==> config.mk <==
export PLATFORM = sky130hd
export DESIGN_NAME = hamming_ser_enc
export DESIGN_NICKNAME = d
export VERILOG_FILES = /design/src/rtl/hamming_ser_enc.sv
export SDC_FILE = /design/constraint.sdc
export NUM_CORES = 1
export LEC_CHECK = 0
export CORE_ASPECT_RATIO = 1.1
export CORE_MARGIN = 1.5
export CORE_UTILIZATION = 60
export DETAILED_ROUTE_END_ITERATION = 8
export GPL_TIMING_DRIVEN = 0
export PLACE_DENSITY = 0.81
export SLEW_MARGIN = 20
export SYNTH_ARGS = -nofsm -noshare
export SYNTH_HDL_FRONTEND = slang
export SYNTH_SLANG_ARGS = --single-unit
export TNS_END_PERCENT = 20
==> constraint.sdc <==
create_clock -name clk -period 7.4 [get_ports clk]
set_clock_uncertainty 0.15 [all_clocks]
set_input_delay 2.22 -clock clk [delete_from_list [all_inputs] [get_ports clk]]
set_output_delay 2.22 -clock clk [all_outputs]
set_load 0.02 [all_outputs]
==> src/rtl/hamming_ser_enc.sv <==
// hamming_ser_enc
//    Serial Hamming encoder. Data bits arrive one per accepted cycle. They are
//    placed at the non-power-of-two positions (3,5,6,7,9,...) of an N-bit
//    codeword buffer. When the buffer holds a full word, parity is computed in
//    one cycle, and then the codeword is shifted out serially with a
//    valid/ready handshake.
//
//    Parameter
//       R           parity-bit count (3..6); N = 2**R, K = N-R-1 data bits
//
//    Ports
//       clk         rising-edge clock
//       rst         synchronous active-high reset
//       datain      serial data bit
//       din_valid   datain valid this cycle
//       din_ready   encoder accepts datain this cycle
//       dataout     serial codeword bit
//       dout_valid  dataout valid
//       dout_ready  sink takes dataout this cycle
//       dout_last   dataout is the final codeword bit
//
//    Build option
//       HAMMING_EXT_PARITY_EN  defined: position 0 carries overall (SECDED)
//                              parity and N bits are emitted from index 0.
//                              undefined: position 0 is unused and N-1 bits
//                              are emitted from index 1.
//
//    state   | meaning
//    --------+------------------------------------------------------------
//    COLLECT | accepting data bits into the buffer, din_ready=1
//    COMPUTE | one cycle: parity bits written into positions 2**i (and 0)
//    SHIFT   | codeword presented on dataout, index advances on dout_ready

module hamming_ser_enc #(
   parameter int R = 4
) (
   input  logic clk,
   input  logic rst,
   input  logic datain,
   input  logic din_valid,
   output logic din_ready,
   output logic dataout,
   output logic dout_valid,
   input  logic dout_ready,
   output logic dout_last
);

   localparam int N  = 1 << R;
   localparam int K  = N - R - 1;
   localparam int CW = $clog2(N + 1);

   localparam logic [CW-1:0] ONE       = CW'(1);
   localparam logic [CW-1:0] FIRST_POS = CW'(3);
   localparam logic [CW-1:0] LAST_IDX  = CW'(N - 1);
   localparam logic [CW-1:0] K_LAST    = CW'(K - 1);
`ifdef HAMMING_EXT_PARITY_EN
   localparam logic [CW-1:0] FIRST_IDX = CW'(0);
`else
   localparam logic [CW-1:0] FIRST_IDX = CW'(1);
`endif

   if (R < 3 || R > 6) begin : g_bad_r
      $error("hamming_ser_enc: R must be in 3..6");
   end

   typedef enum logic [1:0] {
      COLLECT = 2'd0,
      COMPUTE = 2'd1,
      SHIFT   = 2'd2
   } state_t;

   state_t          state_q, state_d;
   logic [CW-1:0]   dcnt_q;
   logic [CW-1:0]   wptr_q;
   logic [CW-1:0]   wptr_inc;
   logic [CW-1:0]   wptr_nxt;
   logic [CW-1:0]   oidx_q;
   logic [N-1:0]    mem_q;
   logic [N-1:0]    mem_cw;
   logic [R-1:0]    par_bits;
   logic            last_data;

   // Data positions: index >= 3 and not a power of two.
   function automatic logic is_data(input int j);
      return (j >= 3) && ((j & (j - 1)) != 0);
   endfunction

   // Next write position skips over power-of-two indices. Since positions
   // >= 4 never have two adjacent powers of two, one extra step suffices.
   always_comb begin
      wptr_inc = wptr_q + ONE;
      wptr_nxt = wptr_inc;
      if ((wptr_inc & (wptr_inc - ONE)) == '0) begin
         wptr_nxt = wptr_inc + ONE;
      end
   end

   assign last_data = (dcnt_q == K_LAST);

   // Parity is taken only over data positions. The buffer still holds the
   // previous word's parity bits, so those must not leak into the sum.
   always_comb begin
      par_bits = '0;
      for (int i = 0; i < R; i++) begin
         for (int j = 0; j < N; j++) begin
            if (is_data(j) && (((j >> i) & 1) == 1)) begin
               par_bits[i] = par_bits[i] ^ mem_q[j];
            end
         end
      end
   end

   always_comb begin
      mem_cw = mem_q;
      for (int i = 0; i < R; i++) begin
         mem_cw[1 << i] = par_bits[i];
      end
`ifdef HAMMING_EXT_PARITY_EN
      mem_cw[0] = ^mem_cw[N-1:1];
`else
      mem_cw[0] = 1'b0;
`endif
   end

   always_comb begin
      state_d    = state_q;
      din_ready  = 1'b0;
      dout_valid = 1'b0;
      dout_last  = 1'b0;
      dataout    = 1'b0;
      case (state_q)
         COLLECT: begin
            din_ready = 1'b1;
            if (din_valid && last_data) begin
               state_d = COMPUTE;
            end
         end
         COMPUTE: begin
            state_d = SHIFT;
         end
         SHIFT: begin
            dout_valid = 1'b1;
            dataout    = mem_q[oidx_q[R-1:0]];
            dout_last  = (oidx_q == LAST_IDX);
            if (dout_ready && (oidx_q == LAST_IDX)) begin
               state_d = COLLECT;
            end
         end
         default: begin
            state_d = COLLECT;
         end
      endcase
   end

   always_ff @(posedge clk) begin
      if (rst) begin
         state_q <= COLLECT;
         dcnt_q  <= '0;
         wptr_q  <= FIRST_POS;
         oidx_q  <= FIRST_IDX;
         mem_q   <= '0;
      end else begin
         state_q <= state_d;
         case (state_q)
            COLLECT: begin
               if (din_valid) begin
                  mem_q[wptr_q[R-1:0]] <= datain;
                  dcnt_q               <= dcnt_q + ONE;
                  wptr_q               <= last_data ? FIRST_POS : wptr_nxt;
               end
            end
            COMPUTE: begin
               mem_q  <= mem_cw;
               oidx_q <= FIRST_IDX;
            end
            SHIFT: begin
               if (dout_ready) begin
                  if (oidx_q == LAST_IDX) begin
                     oidx_q <= FIRST_IDX;
                     dcnt_q <= '0;
                     wptr_q <= FIRST_POS;
                  end else begin
                     oidx_q <= oidx_q + ONE;
                  end
               end
            end
            default: begin
               dcnt_q <= '0;
               oidx_q <= FIRST_IDX;
            end
         endcase
      end
   end

endmodule

== Word level (Yosys, flattened, before mapping) ==
Index checks and enable logic that the tools add are counted.

* Add/subtract/negate cells: 5
* Order comparisons: 3
* Equality and inequality tests: 9
* Multiplexer cells: 27
* Bitwise operators: 27
* Reductions and logical operators: 13

{| class="wikitable"
|+ Operators by type and width
! kind !! number
|-
| 5-bit two-way mux || 10
|-
| 16-bit case mux with 2 select lines || 1
|-
| 1-bit bitwise XOR || 24
|-
| 5-bit by 1-bit adder with 5-bit output, second input constant || 4
|-
| 5-bit case mux with 2 select lines || 2
|-
| 16-bit bitwise mux || 1
|-
| 16-bit two-way mux || 1
|-
| 5-bit case mux with 3 select lines || 1
|-
| 5-bit by 4-bit equality test with 1-bit output, second input constant || 2
|-
| 4-bit by 5-bit less-than comparator with 1-bit output, second input constant || 2
|-
| 2-bit inequality test, second input constant || 5
|-
| 4-bit AND reduction || 2
|-
| 1-bit two-way mux || 6
|-
| 2-bit case mux with 3 select lines || 1
|-
| 2-bit AND reduction || 3
|-
| 5-bit AND || 1
|-
| 5-bit logical NOT || 1
|-
| 5-bit by 1-bit subtractor with 5-bit output, second input constant || 1
|-
| 1-bit binary-select mux with 4-bit select || 1
|-
| 1-bit demux with 4-bit select || 1
|-
| 4-bit by 1-bit >= comparator with 1-bit output, second input constant || 1
|-
| 2-bit two-way mux || 2
|-
| 2-bit nonzero test || 2
|-
| 1-bit logical AND || 3
|-
| other kinds (5) || 6
|}

* Bits in registers: 33
* Output and inout port bits: 4
* Logic and storage cells: 90

== Longest topological paths before layout ==
* Word-level depth: 8
* Gate-level depth with buffers: 8
* Gate-level depth less buffers: 7

== Worst setup path before layout ==
Ideal clock, no wire load.

* Path type: register to output
* Start point: reg oidx_q[0]
* End point: out dataout
* Data arrival time: 1.827 ns
* Required time: 5.030 ns
* Path slack: 3.203 ns
* Cell stages (with the launch flop): 5
* Path buffers: 1
* Cells stage by stage: dfxtp_1 > clkbuf_1 > mux4_2 > mux4_2 > and2_1

* Cells in the longest elaborated chain, start to end: 3

{| class="wikitable"
|+ Ends and longest elaborated chain
! item !! RTL line !! RTL
|-
| from (decl) || 77 || <nowiki>logic [CW-1:0] oidx_q;</nowiki>
|-
| from (signal assigned) || 183 || <nowiki>oidx_q <= oidx_q + ONE;</nowiki>
|-
| 1-bit binary-select mux with 4-bit select || 143 || <nowiki>dataout = mem_q[oidx_q[R-1:0]];</nowiki>
|-
| 1-bit two-way mux (not written as such) || 143 ||
|-
| 1-bit two-way mux || 131 || <nowiki>case (state_q)</nowiki>
|-
| to (decl) || 42 || <nowiki>output logic dataout,</nowiki>
|}

No other way between the ends. The select of a mux whose other input is x is not followed.

== Worst setup path after layout ==
Ends and elaborated chain as after synthesis.

==> run metrics <==
status=finished clean; yosys warns=0; routability congestion estimate=0.948; Vias/cell=5.63; CTS Root Cell=clkbuf_4; Post-synth EDFFs=0; First-pass DRT Iterations=4; global routing's busiest layer=met2; drt drc=0; Synth Flop Type=dfxtp_1; antenna cells=0; RSZ-0062 raised after global routing=no; Leakage=0.962 nW; Compound-Gate Fraction of Synth Area=0.100; Synth Area in Adders=0.0604; CTS sink count=33; final setup TNS=0 ns; Post-Syn Area=2070 µm²; clock slew at reported path FFs=0.10 ns; crit path DAT=2.78 ns; Iter 0 DRT Violations=80; HP Class=reg -> reg; Initial Util=0.622; Syn Inst Count=236; layout overhead on the synthesized area=11.0%; largest net degree at the start of global routing=12; slew margin rel.=0.490; met2 GRT Util=0.418; max cap viols=0; I/O Buffers=8; CP endpoint kind=output port; Crit path top cell by count=mux4_2; Fin Hold WS=0.329 ns; Post-CTS Setup Inserts=0; fin crit share=0.696; Antenna Nets Post-Route=0; fmax=194 MHz; mux cell area share after synthesis=0.146; reg-to-reg setup timing slack=4.54 ns; Avg Inst Size Synth=8.78 µm²; post-synth cell types=44; CTS resizes=0; die width=59.0 µm; Crit Path Category=reg -> out; Synth Area in Simple Gates=0.223; worst vdd ir=0.000142 V; Yosys reg bits=33; initial antenna violation count=0; Core ar.=3330 µm²; WL/cell=14.2 µm; share of cells above drive strength 1=0.0754; xor/xnor share of the synthesized area=0.106; CTS buffer count=5; CP top delay family=multiplexers; fin crit period=5.15 ns; CP Max Fanout=6; Clock Path Buffers=2; die height=64.7 µm; Post-synth ARST share=0; I/O Pins=9; Seq/Total Area, Yosys=0.319; Critical-path top delay cell=mux4_2; Final HPWL DP=3110 µm; Worst-Margin Slew=0.755 ns; post-synth net total=251; gr ovfl total=0; main combinational cell family by area after synthesis=simple AND/OR/NAND/NOR gates; final slew viol count=0; row cnt=22; endpoints failing setup=0; Crit path largest cell delay=0.58 ns; Worst EP required=5.03 ns; Critical Path, Cell by Cell=clkbuf_1 -> mux4_2 -> mux4_2 -> and2_1 -> clkdlybuf4s50_1; met1 Use GR=0.341; CTS tree=done; GRT Overall Usage=0.261; most common cell after layout, fill and taps aside=dfxtp_1; Layout Nets=266; global-route wire length before repair=7540 µm; die area=3820 µm²; vias in the first global route=1598; vias=1688; drt total wl=4270 µm; clock latency on the worst-skew pair=0.34 ns; met3 GRT Util=0.0459; Final Hold Viols=0; H-tree depth=2; power per standard cell area=233 nW/µm²; commonest cells after routing, fill and taps aside=dfxtp_1, nor2_1, nand2_1; Post-CTS Hold Fix Bufs=0; CP Buf/Inv Count=2; Setup crit start kind=flop
[routing by layer]
metal | wire [µm] | share of wire | vias up
met5 | 0 | 0 | -
li1 | - | - | 858
met2 | 2010 | 0.47 | 25
met3 | 114 | 0.027 | 10
met4 | 102 | 0.024 | 0
met1 | 2050 | 0.48 | 795
[final cells by class]
cell class | instances | area [µm²]
Buffer | 15 | 72.6
Fill cell | 278 | 1030
Multi-Input combinational cell | 182 | 1320
Tap cell | 48 | 60.1
Clock inverter | 2 | 37.5
Sequential cell | 33 | 661
Timing Repair Buffer | 8 | 80.1
Clock buffer | 6 | 51.3
Inverter | 6 | 22.5
[flip-flops by register name (all words and copies together) (netlist names)]
name / flops
state_q: 2
wptr_q: 5
dcnt_q: 5
mem_q: 16
oidx_q: 5
[synth_stat cells (all sizes together) (6+ instances only)]
cell type   n  share of area
dfxtp      33           0.32
nor2       31          0.056
nand2      22          0.040
mux2i      19          0.092
xnor2      16          0.068
clkbuf     11          0.020
a21oi      10          0.024
ha         10          0.060
xor2        9          0.038
nand3       7          0.017
a211oi      6          0.022
inv         6          0.011
nor3        6          0.014
[stage by stage]
step | cells | cell area, µm² | power, W | worst slack, ns | utilization
5_1_grt | 300 | 2300 | 0.000567 | 2.10 | 0.691
3_5_place_dp | 292 | 2210 | 0.000391 | 2.60 | 0.665
6_report | 300 | 2300 | 0.000535 | 2.25 | 0.691
3_3_place_gp | 292 | 2210 | 0.000387 | 2.60 | 0.665
4_1_cts | 300 | 2300 | 0.000536 | 2.21 | 0.691
2_1_floorplan | 236 | 2070 | 0.000351 | 3.20 | -
[final timing paths]
path | depth (start not counted) | endpoint | from
setup reg to reg | 8 | wptr_q[0] | wptr_q[0]
hold / removal | 1 | oidx_q[4] | oidx_q[4]
hold reg to reg | 1 | oidx_q[4] | oidx_q[4]
setup / recovery | 5 | dataout | oidx_q[0]
[cells by family after synthesis]
family / count (synthesis)
muxes: 24
xor gates and xnor gates: 25
AOI/OAI and AO/OA: 31
buffers and inverters: 21
adders and majority gates: 10
DFF: 33
and+or+nand+nor: 92
[where the power goes]
group	switching [W]	internal, W	total [W]
logic	0.000106	0.0000767	0.000183
clock network	0.0000667	0.0000802	0.000147
registers	0.0000151	0.000191	0.000206
Note: power is estimated with default switching activity, not from simulation.
